==> src/rtl/mips_ctrl_pkg.sv <==
// Shared encodings for the multi-cycle MIPS control unit: ALU operation codes,
// opcode/funct values, mux select encodings and the sequencer state type.
package mips_ctrl_pkg;

   // ALU operation codes driven onto alu_op
   localparam logic [3:0] ALU_AND = 4'b0000;
   localparam logic [3:0] ALU_OR  = 4'b0001;
   localparam logic [3:0] ALU_ADD = 4'b0010;
   localparam logic [3:0] ALU_SUB = 4'b0110;
   localparam logic [3:0] ALU_SLT = 4'b0111;
   localparam logic [3:0] ALU_NOR = 4'b1100;
   localparam logic [3:0] ALU_NOP = 4'b1111;  // pass operand A through

   // Primary opcodes (IR[31:26])
   localparam logic [5:0] OP_RTYPE = 6'h00;
   localparam logic [5:0] OP_J     = 6'h02;
   localparam logic [5:0] OP_BEQ   = 6'h04;
   localparam logic [5:0] OP_BNE   = 6'h05;
   localparam logic [5:0] OP_BGTZ  = 6'h07;
   localparam logic [5:0] OP_ADDI  = 6'h08;
   localparam logic [5:0] OP_ADDIU = 6'h09;
   localparam logic [5:0] OP_SLTI  = 6'h0A;
   localparam logic [5:0] OP_ANDI  = 6'h0C;
   localparam logic [5:0] OP_ORI   = 6'h0D;
   localparam logic [5:0] OP_LW    = 6'h23;
   localparam logic [5:0] OP_SW    = 6'h2B;

   // R-type function codes (IR[5:0])
   localparam logic [5:0] FN_ADD  = 6'h20;
   localparam logic [5:0] FN_ADDU = 6'h21;
   localparam logic [5:0] FN_SUB  = 6'h22;
   localparam logic [5:0] FN_SUBU = 6'h23;
   localparam logic [5:0] FN_AND  = 6'h24;
   localparam logic [5:0] FN_OR   = 6'h25;
   localparam logic [5:0] FN_NOR  = 6'h27;
   localparam logic [5:0] FN_SLT  = 6'h2A;

   // PC source select
   localparam logic [1:0] PCSRC_ALU    = 2'b00;
   localparam logic [1:0] PCSRC_ALUOUT = 2'b01;
   localparam logic [1:0] PCSRC_JUMP   = 2'b10;

   // ALU operand B select
   localparam logic [1:0] SRCB_RT    = 2'b00;
   localparam logic [1:0] SRCB_FOUR  = 2'b01;
   localparam logic [1:0] SRCB_IMM   = 2'b10;
   localparam logic [1:0] SRCB_BRIMM = 2'b11;

   typedef enum logic [3:0] {
      S_BOOT,
      S_FETCH,
      S_DECODE,
      S_EXEC_R,
      S_WB_R,
      S_EXEC_I,
      S_WB_I,
      S_MEM_ADDR,
      S_MEM_RD,
      S_MEM_WB,
      S_MEM_WR,
      S_BRANCH,
      S_JUMP,
      S_ERR
   } state_e;

endpackage

==> src/rtl/alu_op_decode.sv <==
// R-type funct field to ALU operation decoder; flags unsupported funct codes.
module alu_op_decode
   import mips_ctrl_pkg::*;
(
   input  logic [5:0] funct,
   output logic [3:0] alu_op,
   output logic       legal
);

   // Unsupported funct codes yield NOP so an illegal EXEC_R cycle computes nothing
   always_comb begin
      alu_op = ALU_NOP;
      legal  = 1'b1;
      case (funct)
         FN_ADD, FN_ADDU: alu_op = ALU_ADD;
         FN_SUB, FN_SUBU: alu_op = ALU_SUB;
         FN_AND:          alu_op = ALU_AND;
         FN_OR:           alu_op = ALU_OR;
         FN_NOR:          alu_op = ALU_NOR;
         FN_SLT:          alu_op = ALU_SLT;
         default:         legal  = 1'b0;
      endcase
   end

endmodule

==> src/rtl/mips_mc_ctrl.sv <==
// Multi-cycle MIPS control sequencer: walks each instruction through
// fetch/decode/execute/memory/write-back, drives the datapath selects and ALU
// operation, and guards every memory request with a timeout into a sticky ERR.
module mips_mc_ctrl
   import mips_ctrl_pkg::*;
#(
   parameter int TIMEOUT_CYCLES = 255,
   parameter int CNT_W          = 8
) (
   input  logic       clk,
   input  logic       rst_n,
   input  logic [5:0] opcode,
   input  logic [5:0] funct,
   input  logic       alu_zero,
   input  logic       alu_positive,
   input  logic       mem_ready,
   output logic       mem_req,
   output logic       mem_we,
   output logic       iord,
   output logic       ir_write,
   output logic       pc_en,
   output logic [1:0] pc_src,
   output logic       alu_src_a,
   output logic [1:0] alu_src_b,
   output logic       ext_zero,
   output logic [3:0] alu_op,
   output logic       reg_write,
   output logic       reg_dst,
   output logic       mem_to_reg,
   output logic       illegal,
   output logic       bus_err
);

   localparam logic [CNT_W-1:0] CNT_LIMIT = CNT_W'(TIMEOUT_CYCLES - 1);

   state_e           state_q, state_d;
   logic [CNT_W-1:0] cnt_q, cnt_d;
   logic [3:0]       r_alu_op;
   logic             r_legal;
   logic             wait_expired;

   alu_op_decode u_alu_op_decode (
      .funct  (funct),
      .alu_op (r_alu_op),
      .legal  (r_legal)
   );

   // A request times out when this is its last allowed cycle and memory is still not ready
   assign wait_expired = !mem_ready && (cnt_q == CNT_LIMIT);

   // Next-state and output decode; outputs follow the current state, with
   // mem_ready, opcode/funct and ALU flags qualifying the strobes that need them
   always_comb begin
      state_d    = state_q;
      mem_req    = 1'b0;
      mem_we     = 1'b0;
      iord       = 1'b0;
      ir_write   = 1'b0;
      pc_en      = 1'b0;
      pc_src     = PCSRC_ALU;
      alu_src_a  = 1'b0;
      alu_src_b  = SRCB_RT;
      ext_zero   = 1'b0;
      alu_op     = ALU_NOP;
      reg_write  = 1'b0;
      reg_dst    = 1'b0;
      mem_to_reg = 1'b0;
      illegal    = 1'b0;
      bus_err    = 1'b0;
      case (state_q)
         S_BOOT: state_d = S_FETCH;
         S_FETCH: begin
            mem_req   = 1'b1;
            alu_src_b = SRCB_FOUR;
            alu_op    = ALU_ADD;
            if (mem_ready) begin
               ir_write = 1'b1;
               pc_en    = 1'b1;
               state_d  = S_DECODE;
            end else if (wait_expired) begin
               state_d = S_ERR;
            end
         end
         S_DECODE: begin
            alu_src_b = SRCB_BRIMM;
            alu_op    = ALU_ADD;
            case (opcode)
               OP_RTYPE:                                 state_d = S_EXEC_R;
               OP_ADDI, OP_ADDIU, OP_SLTI, OP_ANDI, OP_ORI: state_d = S_EXEC_I;
               OP_LW, OP_SW:                             state_d = S_MEM_ADDR;
               OP_BEQ, OP_BNE, OP_BGTZ:                  state_d = S_BRANCH;
               OP_J:                                     state_d = S_JUMP;
               default: begin
                  illegal = 1'b1;
                  state_d = S_FETCH;
               end
            endcase
         end
         S_EXEC_R: begin
            alu_src_a = 1'b1;
            alu_op    = r_alu_op;
            if (r_legal) begin
               state_d = S_WB_R;
            end else begin
               illegal = 1'b1;
               state_d = S_FETCH;
            end
         end
         S_WB_R: begin
            reg_write = 1'b1;
            reg_dst   = 1'b1;
            state_d   = S_FETCH;
         end
         S_EXEC_I: begin
            alu_src_a = 1'b1;
            alu_src_b = SRCB_IMM;
            case (opcode)
               OP_SLTI: alu_op = ALU_SLT;
               OP_ANDI: begin
                  alu_op   = ALU_AND;
                  ext_zero = 1'b1;
               end
               OP_ORI: begin
                  alu_op   = ALU_OR;
                  ext_zero = 1'b1;
               end
               default: alu_op = ALU_ADD;
            endcase
            state_d = S_WB_I;
         end
         S_WB_I: begin
            reg_write = 1'b1;
            state_d   = S_FETCH;
         end
         S_MEM_ADDR: begin
            alu_src_a = 1'b1;
            alu_src_b = SRCB_IMM;
            alu_op    = ALU_ADD;
            state_d   = (opcode == OP_SW) ? S_MEM_WR : S_MEM_RD;
         end
         S_MEM_RD: begin
            mem_req = 1'b1;
            iord    = 1'b1;
            if (mem_ready)         state_d = S_MEM_WB;
            else if (wait_expired) state_d = S_ERR;
         end
         S_MEM_WB: begin
            reg_write  = 1'b1;
            mem_to_reg = 1'b1;
            state_d    = S_FETCH;
         end
         S_MEM_WR: begin
            mem_req = 1'b1;
            mem_we  = 1'b1;
            iord    = 1'b1;
            if (mem_ready)         state_d = S_FETCH;
            else if (wait_expired) state_d = S_ERR;
         end
         S_BRANCH: begin
            pc_src    = PCSRC_ALUOUT;
            alu_src_a = 1'b1;
            case (opcode)
               OP_BEQ: begin
                  alu_op = ALU_SUB;
                  pc_en  = alu_zero;
               end
               OP_BNE: begin
                  alu_op = ALU_SUB;
                  pc_en  = !alu_zero;
               end
               OP_BGTZ: pc_en = alu_positive;
               default: ;
            endcase
            state_d = S_FETCH;
         end
         S_JUMP: begin
            pc_src  = PCSRC_JUMP;
            pc_en   = 1'b1;
            state_d = S_FETCH;
         end
         S_ERR: bus_err = 1'b1;
         default: state_d = S_BOOT;
      endcase
   end

   // Wait counter restarts on every state change and counts unanswered request cycles
   always_comb begin
      cnt_d = cnt_q;
      if (state_d != state_q)       cnt_d = '0;
      else if (mem_req && !mem_ready) cnt_d = cnt_q + CNT_W'(1);
   end

   // State and wait-counter registers
   always_ff @(posedge clk or negedge rst_n) begin
      if (!rst_n) begin
         state_q <= S_BOOT;
         cnt_q   <= '0;
      end else begin
         state_q <= state_d;
         cnt_q   <= cnt_d;
      end
   end

endmodule

==> config.mk <==
export PLATFORM = sky130hd
export DESIGN_NAME = mips_mc_ctrl
export DESIGN_NICKNAME = d
export VERILOG_FILES = /design/src/rtl/mips_ctrl_pkg.sv /design/src/rtl/alu_op_decode.sv /design/src/rtl/mips_mc_ctrl.sv
export SDC_FILE = /design/constraint.sdc
export NUM_CORES = 1
export LEC_CHECK = 0
export ABC_AREA = 0
export BUFFER_PORTS_ARGS = -buffer_cell sky130_fd_sc_hd__buf_4
export CORE_ASPECT_RATIO = 0.75
export CORE_UTILIZATION = 34
export DETAILED_ROUTE_END_ITERATION = 16
export PLACE_DENSITY = 0.59
export SYNTH_ARGS = -nofsm -noshare
export SYNTH_HDL_FRONTEND = slang
export SYNTH_SLANG_ARGS = --single-unit
==> constraint.sdc <==
create_clock -name clk -period 2.8 [get_ports clk]
set_input_delay 0.42 -clock clk [delete_from_list [all_inputs] [get_ports clk]]
set_output_delay 0.42 -clock clk [all_outputs]
set_load 0.01 [all_outputs]
======== Word level (Yosys, flattened, before mapping) ========
Index checks and enable logic that the tools add are counted.
word-level totals
  bits of input ports ..................... 17
  output and inout bits ................... 20
  word-level logic and storage cells ...... 94
  flip-flop bits (word level) ............. 12
operators by class
  add/sub/neg operators ................... 1
  mux-type cells .......................... 34
  reduce and logical (&&, ||, !) cells .... 23
  equality and inequality tests ........... 34
operators by type and width
  operator                                       count
  == test 6 bit, second input constant           10
  case mux 4 bit (9 select lines)                1
  == test 6 x 4 -> 1 bit, second input constant  5
  == test 4 bit, second input constant           6
  case mux 4 bit (6 select lines)                1
  two-way mux 4 bit                              5
  case mux 4 bit (5 select lines)                1
  == test 6 x 3 -> 1 bit, second input constant  3
  == test 4 x 3 -> 1 bit, second input constant  4
  two-way mux 8 bit                              2
  case mux 4 bit (4 select lines)                1
  two-way mux 1 bit                              15
  OR reduction 2 bit                             7
  OR reduction 12 bit                            1
  OR reduction 3 bit                             4
  case mux 3 bit (3 select lines)                1
  adder 8 x 1 -> 8 bit, second input constant    1
  == test 4 x 2 -> 1 bit, second input constant  2
  == test 8 bit, second input constant           1
  OR reduction 8 bit                             1
  == test 6 x 2 -> 1 bit, second input constant  1
  logical NOT 6 bit                              1
  case mux 1 bit (3 select lines)                2
  case mux 2 bit (3 select lines)                1
  other kinds (13)                               15

======== Longest topological paths before layout ========
Gate-level depths: netlist of the first run.
  word-level depth ........................ 7
  mapped depth ............................ 8
  depth with buffers taken out ............ 7

======== Modules after synthesis ========
A second synthesis of the first run with hierarchy kept.
unflattened totals
  cell total of the unflattened synthesis .. 190
  area, all modules ....................... 1462.7 um^2
by module, submodules not included
  module         cells an instance  instances  seq. area each (um^2)  area an instance (um^2)
  mips_mc_ctrl   179                1          300.3                  1383.8
  alu_op_decode  11                 1          0.0                    78.8

======== Worst setup path before layout of the first run ========
Ideal clock, no wire load.
  path type ............................... register to register
  from .................................... register cnt_q[0]
  to ...................................... register cnt_q[1]
  data required time ...................... 2693 ps
  data arrival time ....................... 2050 ps
  slack ................................... 644 ps
  cell stages (with the launch flop) ...... 8
  clock period less this slack ............ 2156 ps
  library setup time ...................... 107 ps
  path buffers ............................ 0
  cell sequence ........................... dfrtp_1 inv_1 ha_1 a41o_1 nor2b_4 a2111o_1 a211o_4 a2111oi_4
on the way
  longest elaborated chain between the ends .. 7
  elaborated cells between the ends (all ways) .. 12
  those cells by class .................... add/sub (1); eq/ne (2); mux (7); reduce/logical (2)
ends and longest elaborated chain
  element                                                  line                                                          source
  start: declaration                                       mips_mc_ctrl.sv:37                                            logic [CNT_W-1:0] cnt_q, cnt_d;
  start signal: assignment                                 mips_mc_ctrl.sv:200                                           cnt_q <= cnt_d;
  == test 8 bit                                            mips_mc_ctrl.sv:49                                            assign wait_expired = !mem_ready && (cnt_q == CNT_LIMIT);
  logical AND 1 bit                                        mips_mc_ctrl.sv:49
  two-way mux 4 bit                                        mips_mc_ctrl.sv:80, mips_mc_ctrl.sv:145, mips_mc_ctrl.sv:157
  two-way mux 4 bit (on tied branches)                     mips_mc_ctrl.sv:156, mips_mc_ctrl.sv:76, mips_mc_ctrl.sv:144
  case mux 4 bit (9 select lines)                          mips_mc_ctrl.sv:70                                            case (state_q)
  inequality test 4 bit                                    mips_mc_ctrl.sv:189                                           if (state_d != state_q) cnt_d = '0;
  two-way mux 8 bit or nonzero test 2 bit (tied branches)  --
Several ways; a longest one is shown, not always the timed one. The select of a mux whose other input is x is not followed.
A chain may end at the register's enable or synchronous reset.

======== Worst setup path after layout of the first run ========
  from .................................... register state_q[1]
  to ...................................... output port alu_op[3]
on the way
  longest elaborated chain between the ends .. 3
  elaborated cells between the ends (all ways) .. 8
  those cells by class .................... eq/ne (6); mux (1); reduce/logical (1)
ends and longest elaborated chain
  element                                         line                 source
  start: declaration                              mips_mc_ctrl.sv:36   state_e state_q, state_d;
  start signal: assignment                        mips_mc_ctrl.sv:199  state_q <= state_d;
  == test 4 x 2 -> 1 bit (tied with other cells)  mips_mc_ctrl.sv:70
  OR reduction 3 bit (no source line)             --
  case mux 4 bit (4 select lines) (*)             mips_mc_ctrl.sv:70
  end: declaration                                mips_mc_ctrl.sv:26   output logic [3:0] alu_op,
Every way passes the cells marked *; elsewhere a longest branch is shown, timed or not.

==> run metrics, run 1 <==
drt pass-1 iters 4; global placer's final weighted congestion 0.841; CP Cell Sequence nand2b_1 > nor2_1 > nand2_1 > a31oi_1 > a21o_1 > buf_4; worst stage delay on the critical path 0.60 ns; Die H 57.6 um; Die Wd 76.2 um; overall routing resource usage 0.190; number of fill cells 411; clk buf depth 2; Yosys Warn Count 0; CTS sink cnt 12; Post-Place Setup Slack 0.488 ns; worst reg2reg path depth 6; Final Skew 0.00547 ns; crit-path max FO 14; Seq cells post-synth 12; post-DR vias/cell 5.56; # diodes 0; simple-gate share of the synthesized area 0.338; ranking of synthesized cells by area dfrtp_1 (21%), nor2_1 (6.7%), nand2_1 (4.5%); clk_lat worst skew 0.25 ns; max cap viols 0; Pleak 0.000772 uW; RSZ-0062 raised after global routing false; GRT overflow 0; I/O pin count 37; synthesized area 0.00140 mm2; Compound-Gate Fraction of Synth Area 0.291; Adder-Cell Fraction of Synth Area 0.0178; layout net count 247; count of input and output buffers 36; antenna violations before repair 0; critical path required time 2.38 ns; area leader, netlist dfrtp_1; Mapped Nets 213; Area after DPL 0.00173 mm2; Main synth FF type dfrtp_1; Final setup viols 0; layout cells sized above 1 0.238; first-pass GRT wire length 6530 um; vias in the first global route 1,332; Post-synth top cells nor2_1 (25), nand2_1 (17), dfrtp_1 (12), nor3_1 (12), inv_1 (11); ys async rst share 1.00; Max VDD drop 0.382 mV; Avg Cell Area, Syn 7.23 um2; arrival time at the worst endpoint 1.96 ns; dpl hpwl 3040 um; Seq/Total Area, Yosys 0.214; Reg2Reg Launch Point state_q[1]$_DFF_PN0_; final core utilization 0.468; drt initial violations 91; largest net degree at the start of global routing 18; H-Tree Depth 1; Tmin final 2.38 ns; measured slew at the worst slew-check pin 0.639 ns; setup ws final 0.420 ns; Die ar. 0.00439 mm2; core region area 0.00380 mm2; CP max stage cell dfrtp_1; FF-to-FF End cnt_q[1]$_DFFE_PN0P_; Tcrit/Tclk final 0.850; ANT nets after route 0; routed length per instance 14.2 um; Post-Syn Instances 194; CP Launch Type flip-flop; Yosys top cell area share 0.214; Pwr per Cell Area 956 mW/mm2; XOR/XNOR Fraction of Synth Area 0.0624; worst min path class in -> async; Rel. slew slack 0.573; remaining routing DRC violations 0; cts repair resizes 0; Area Overhead vs Synth 27.0%; Setup crit end kind output pin; post-synth cell types 49; slack of the worst reg-to-reg path 0.44 ns; CTS tree yes; Vias 1,552; clk root buf clkbuf_8; mux contribution to synthesized area 0.00714; CTS buffer count 3; Post-Route WL 3960 um; final hold vios 0; Total Neg Setup Slack 0 ns; Finished Cell Area 0.00178 mm2; Slew Viols, Final 0; CTS hold repair buffers 0; Tot Pwr 1700 uW; starting density of the core 0.369; status complete, no violations; Max Clk Rate 420 MHz; most frequent cell after synthesis nor2_1; number of flops mapped to enable cells by yosys 0; worst setup path category reg -> out; combinational family with the most area after synthesis simple AND/OR/NAND/NOR gates; clock slew at reported path FFs 0.06 ns; Row Count 19; Setup Buffers After CTS 0
power by group:
group	total (uW)	leakage (uW)	internal [uW]	switching [uW]
Clock	193	0.0000288	124	68.6
Combinational	1200	0.000581	528	677
Sequential	306	0.000162	212	94.2
Total	1700	0.000772	864	839
sequential cells by signal, summed over array words and instances, names as in the netlist:
name and flops:
state_q 4, cnt_q 8
worst max-delay path by stage:
stage                                       to  cells past startpoint                  from  slack, ns
final                                alu_op[3]                      6  state_q[1]$_DFF_PN0_       0.42
after global routing                 alu_op[3]                      6  state_q[1]$_DFF_PN0_       0.20
after CTS                            alu_op[3]                      6  state_q[1]$_DFF_PN0_       0.44
after detailed placement  cnt_q[1]$_DFFE_PN0P_                      6  state_q[1]$_DFF_PN0_       0.49
after global placement    cnt_q[1]$_DFFE_PN0P_                      6  state_q[1]$_DFF_PN0_       0.55
after floorplan           cnt_q[1]$_DFFE_PN0P_                      7  cnt_q[0]$_DFFE_PN0P_       0.64
per-stage QoR:
step                      std cells  hold WS [ns]
final                           279       0.00271
after global routing            279       0.00579
after CTS                       279       0.00792
after detailed placement        275         0.273
after global placement          275         0.272
after floorplan                 194         0.124
layout make-up:
cell class / count / area (um2) / area share
multi-input combinational: 158 / 1000 / 0.564
timing repair buffer: 42 / 315 / 0.177
sequential: 12 / 300 / 0.169
tap: 52 / 65.1 / 0.0365
clock buffer: 4 / 55.1 / 0.0309
inverter: 11 / 41.3 / 0.0232
kinds of logic (layout without fill, tap and decap cells):
| family | after synthesis | count (layout) |
|---|---|---|
| and+or+nand+nor | 92 | 92 |
| AOI/OAI and AO/OA | 53 | 53 |
| buffers and inverters | 24 | 57 |
| DFF | 12 | 12 |
| xor gates and xnor gates | 10 | 10 |
| adders and majority gates | 2 | 2 |
| muxes | 1 | 1 |
cell usage in the layout, fill, tap and decap left out, types with 4 or more instances in the layout:
cell type / count
nor2b_1: 8
a31oi_1: 4
nand4_1: 4
clkbuf_8: 4
dfrtp_1: 12
nand3_1: 6
xnor2_1: 6
nor2_1: 25
nand2b_1: 5
o21ai_0: 10
and3_1: 4
buf_4: 42
xor2_1: 4
a21oi_1: 9
nor3_1: 12
nand2_1: 17
inv_1: 11
o31ai_1: 4
per-layer routing:
metal	track usage	up-vias	share of wire
met5	0	-	0
met4	0.0330	0	0.0048
met3	0.0472	4	0.071
met2	0.257	57	0.40
met1	0.299	717	0.52
li1	-	774	-
worst max-delay path, delay by kind of cell, from the launching register on:
family | cells | cell delay, ns
AOI/OAI and AO/OA | 2 | 0.37
buffers and inverters | 1 | 0.11
DFF | 1 | 0.60
and+or+nand+nor | 3 | 0.63
Note: power is estimated with default switching activity, not from simulation.
==> run 2: changes to the inputs <==
- PLACE_DENSITY: 0.59 -> 0.61
- clock period: 2.8 -> 2.1 ns (I/O delays scaled with it)
==> run metrics, run 2 (same netlist as run 1, synthesis figures left out) <==
Setup Buffers After CTS 0; Biggest register cnt_q; Max VDD drop 0.755 mV; critical path required time 2.25 ns; Finished Cell Area 0.00209 mm2; Vias 1,647; clock slew at reported path FFs 0.05 ns; layout cells sized above 1 0.371; overall routing resource usage 0.199; vias in the first global route 1,418; count of input and output buffers 36; leading cell type in the layout, fill and taps excluded buf_4; RSZ-0062 raised after global routing true; clk_lat worst skew 0.24 ns; CTS tree yes; max cap viols 0; Final Skew 0.00137 ns; Setup crit end kind flip-flop; final hold vios 0; worst stage delay on the critical path 0.42 ns; drt initial violations 149; worst setup path category reg -> reg; dpl hpwl 3380 um; Tcrit/Tclk final 0.971; Slew Viols, Final 0; fin cells 308; GRT overflow 0; clk root buf clkbuf_8; Cells after DPL 303; biggest regs cnt_q x8, state_q x4; CTS sink cnt 12; Hold WS 0.452 ns; largest net degree at the start of global routing 18; CP Cell Sequence nor3b_4 > a211oi_2 > nor2b_4 > a2111o_1 > a211o_4 > nor3_2; worst reg2reg path depth 6; CTS buffer count 3; global placer's final weighted congestion 0.870; worst min path class in -> async; Die H 57.6 um; Pwr per Cell Area 1280 mW/mm2; Buf+Inv Stages, Crit Path 0; clk buf depth 2; Post-Route WL 4230 um; Reg2Reg Launch Point state_q[0]$_DFF_PN0_; post-DR vias/cell 5.35; commonest non-fill, non-tap cells in the layout buf_4 (68), nor2_1 (22), nand2_1 (17); core region area 0.00380 mm2; ANT nets after route 0; Final setup viols 0; Max Clk Rate 491 MHz; Die Wd 76.2 um; CP max stage cell dfrtp_1; Die ar. 0.00439 mm2; Worst path depth 6; remaining routing DRC violations 0; H-Tree Depth 1; Tmin final 2.04 ns; Tot Pwr 2660 uW; Row Count 19; Worst setup startpoint state_q[0]$_DFF_PN0_; antenna violations before repair 0; layout net count 276; arrival time at the worst endpoint 2.19 ns; Pleak 0.000935 uW; I/O pin count 37; Total Neg Setup Slack 0 ns; routed length per instance 13.7 um; CP Launch Type flip-flop; drt pass-1 iters 4; FF-to-FF End cnt_q[3]$_DFFE_PN0P_; status complete, no violations; crit-path max FO 8; Rel. slew slack 0.696; starting density of the core 0.369; Area after DPL 0.00194 mm2; # diodes 0; measured slew at the worst slew-check pin 0.451 ns; first-pass GRT wire length 6840 um; Area Overhead vs Synth 48.9%; crit-path leading delay family compound AO/OA/AOI/OAI gates; slack of the worst reg-to-reg path 0.06 ns; max reg flops 8
[run 2: what timing repair did]
| item | CTS | global route |
|---|---|---|
| hold buffers | 1 | 0 |
| pin swaps | 4 | 2 |
| hold endpoints to repair | 12 | 0 |
| setup endpoints to repair | 4 | 12 |
| gates resized for setup | 3 | 17 |
[run 2: worst reg2reg max path, stage by stage (launching register included)]
cell and delay (ns):
dfrtp_1 0.42, nor3b_4 0.18, a211oi_2 0.34, nor2b_4 0.06
a2111o_1 0.36, a211o_4 0.40, nor3_2 0.21
[run 2: worst max path at each step]
stage | to | slack, ns
finish | cnt_q[3]$_DFFE_PN0P_ | 0.06
global route | alu_op[0] | -0.03
CTS | pc_en | 0.02
detailed placement | cnt_q[1]$_DFFE_PN0P_ | 0.02
global placement | cnt_q[1]$_DFFE_PN0P_ | 0.03
floorplan | cnt_q[1]$_DFFE_PN0P_ | 0.01
[run 2: final cells by class]
cell class | instances | area, um2
fillers | 373 | 1720
clock buffers | 4 | 55.1
inverters | 11 | 41.3
flip-flops and latches | 12 | 302
well taps | 52 | 65.1
repair buffers | 71 | 543
multi-input cells | 158 | 1080
[run 2: report_power, final]
part	leakage [uW]	switching, uW	internal [uW]
registers	0.000161	56.5	286
logic	0.000746	1100	983
clock network	0.0000288	78.8	165
[run 2: metal layers]
metal	routed length, um	GRT usage
met5	0	0
met4	6	0.0247
met3	336	0.0362
met2	1690	0.275
met1	2200	0.323
[run 2: through the flow]
step | util | setup WS [ns]
after floorplan | - | 0.00985
after global placement | 0.509 | 0.0305
after detailed placement | 0.509 | 0.0191
after CTS | 0.530 | 0.0175
after global routing | 0.549 | -0.0274
final | 0.549 | 0.0618
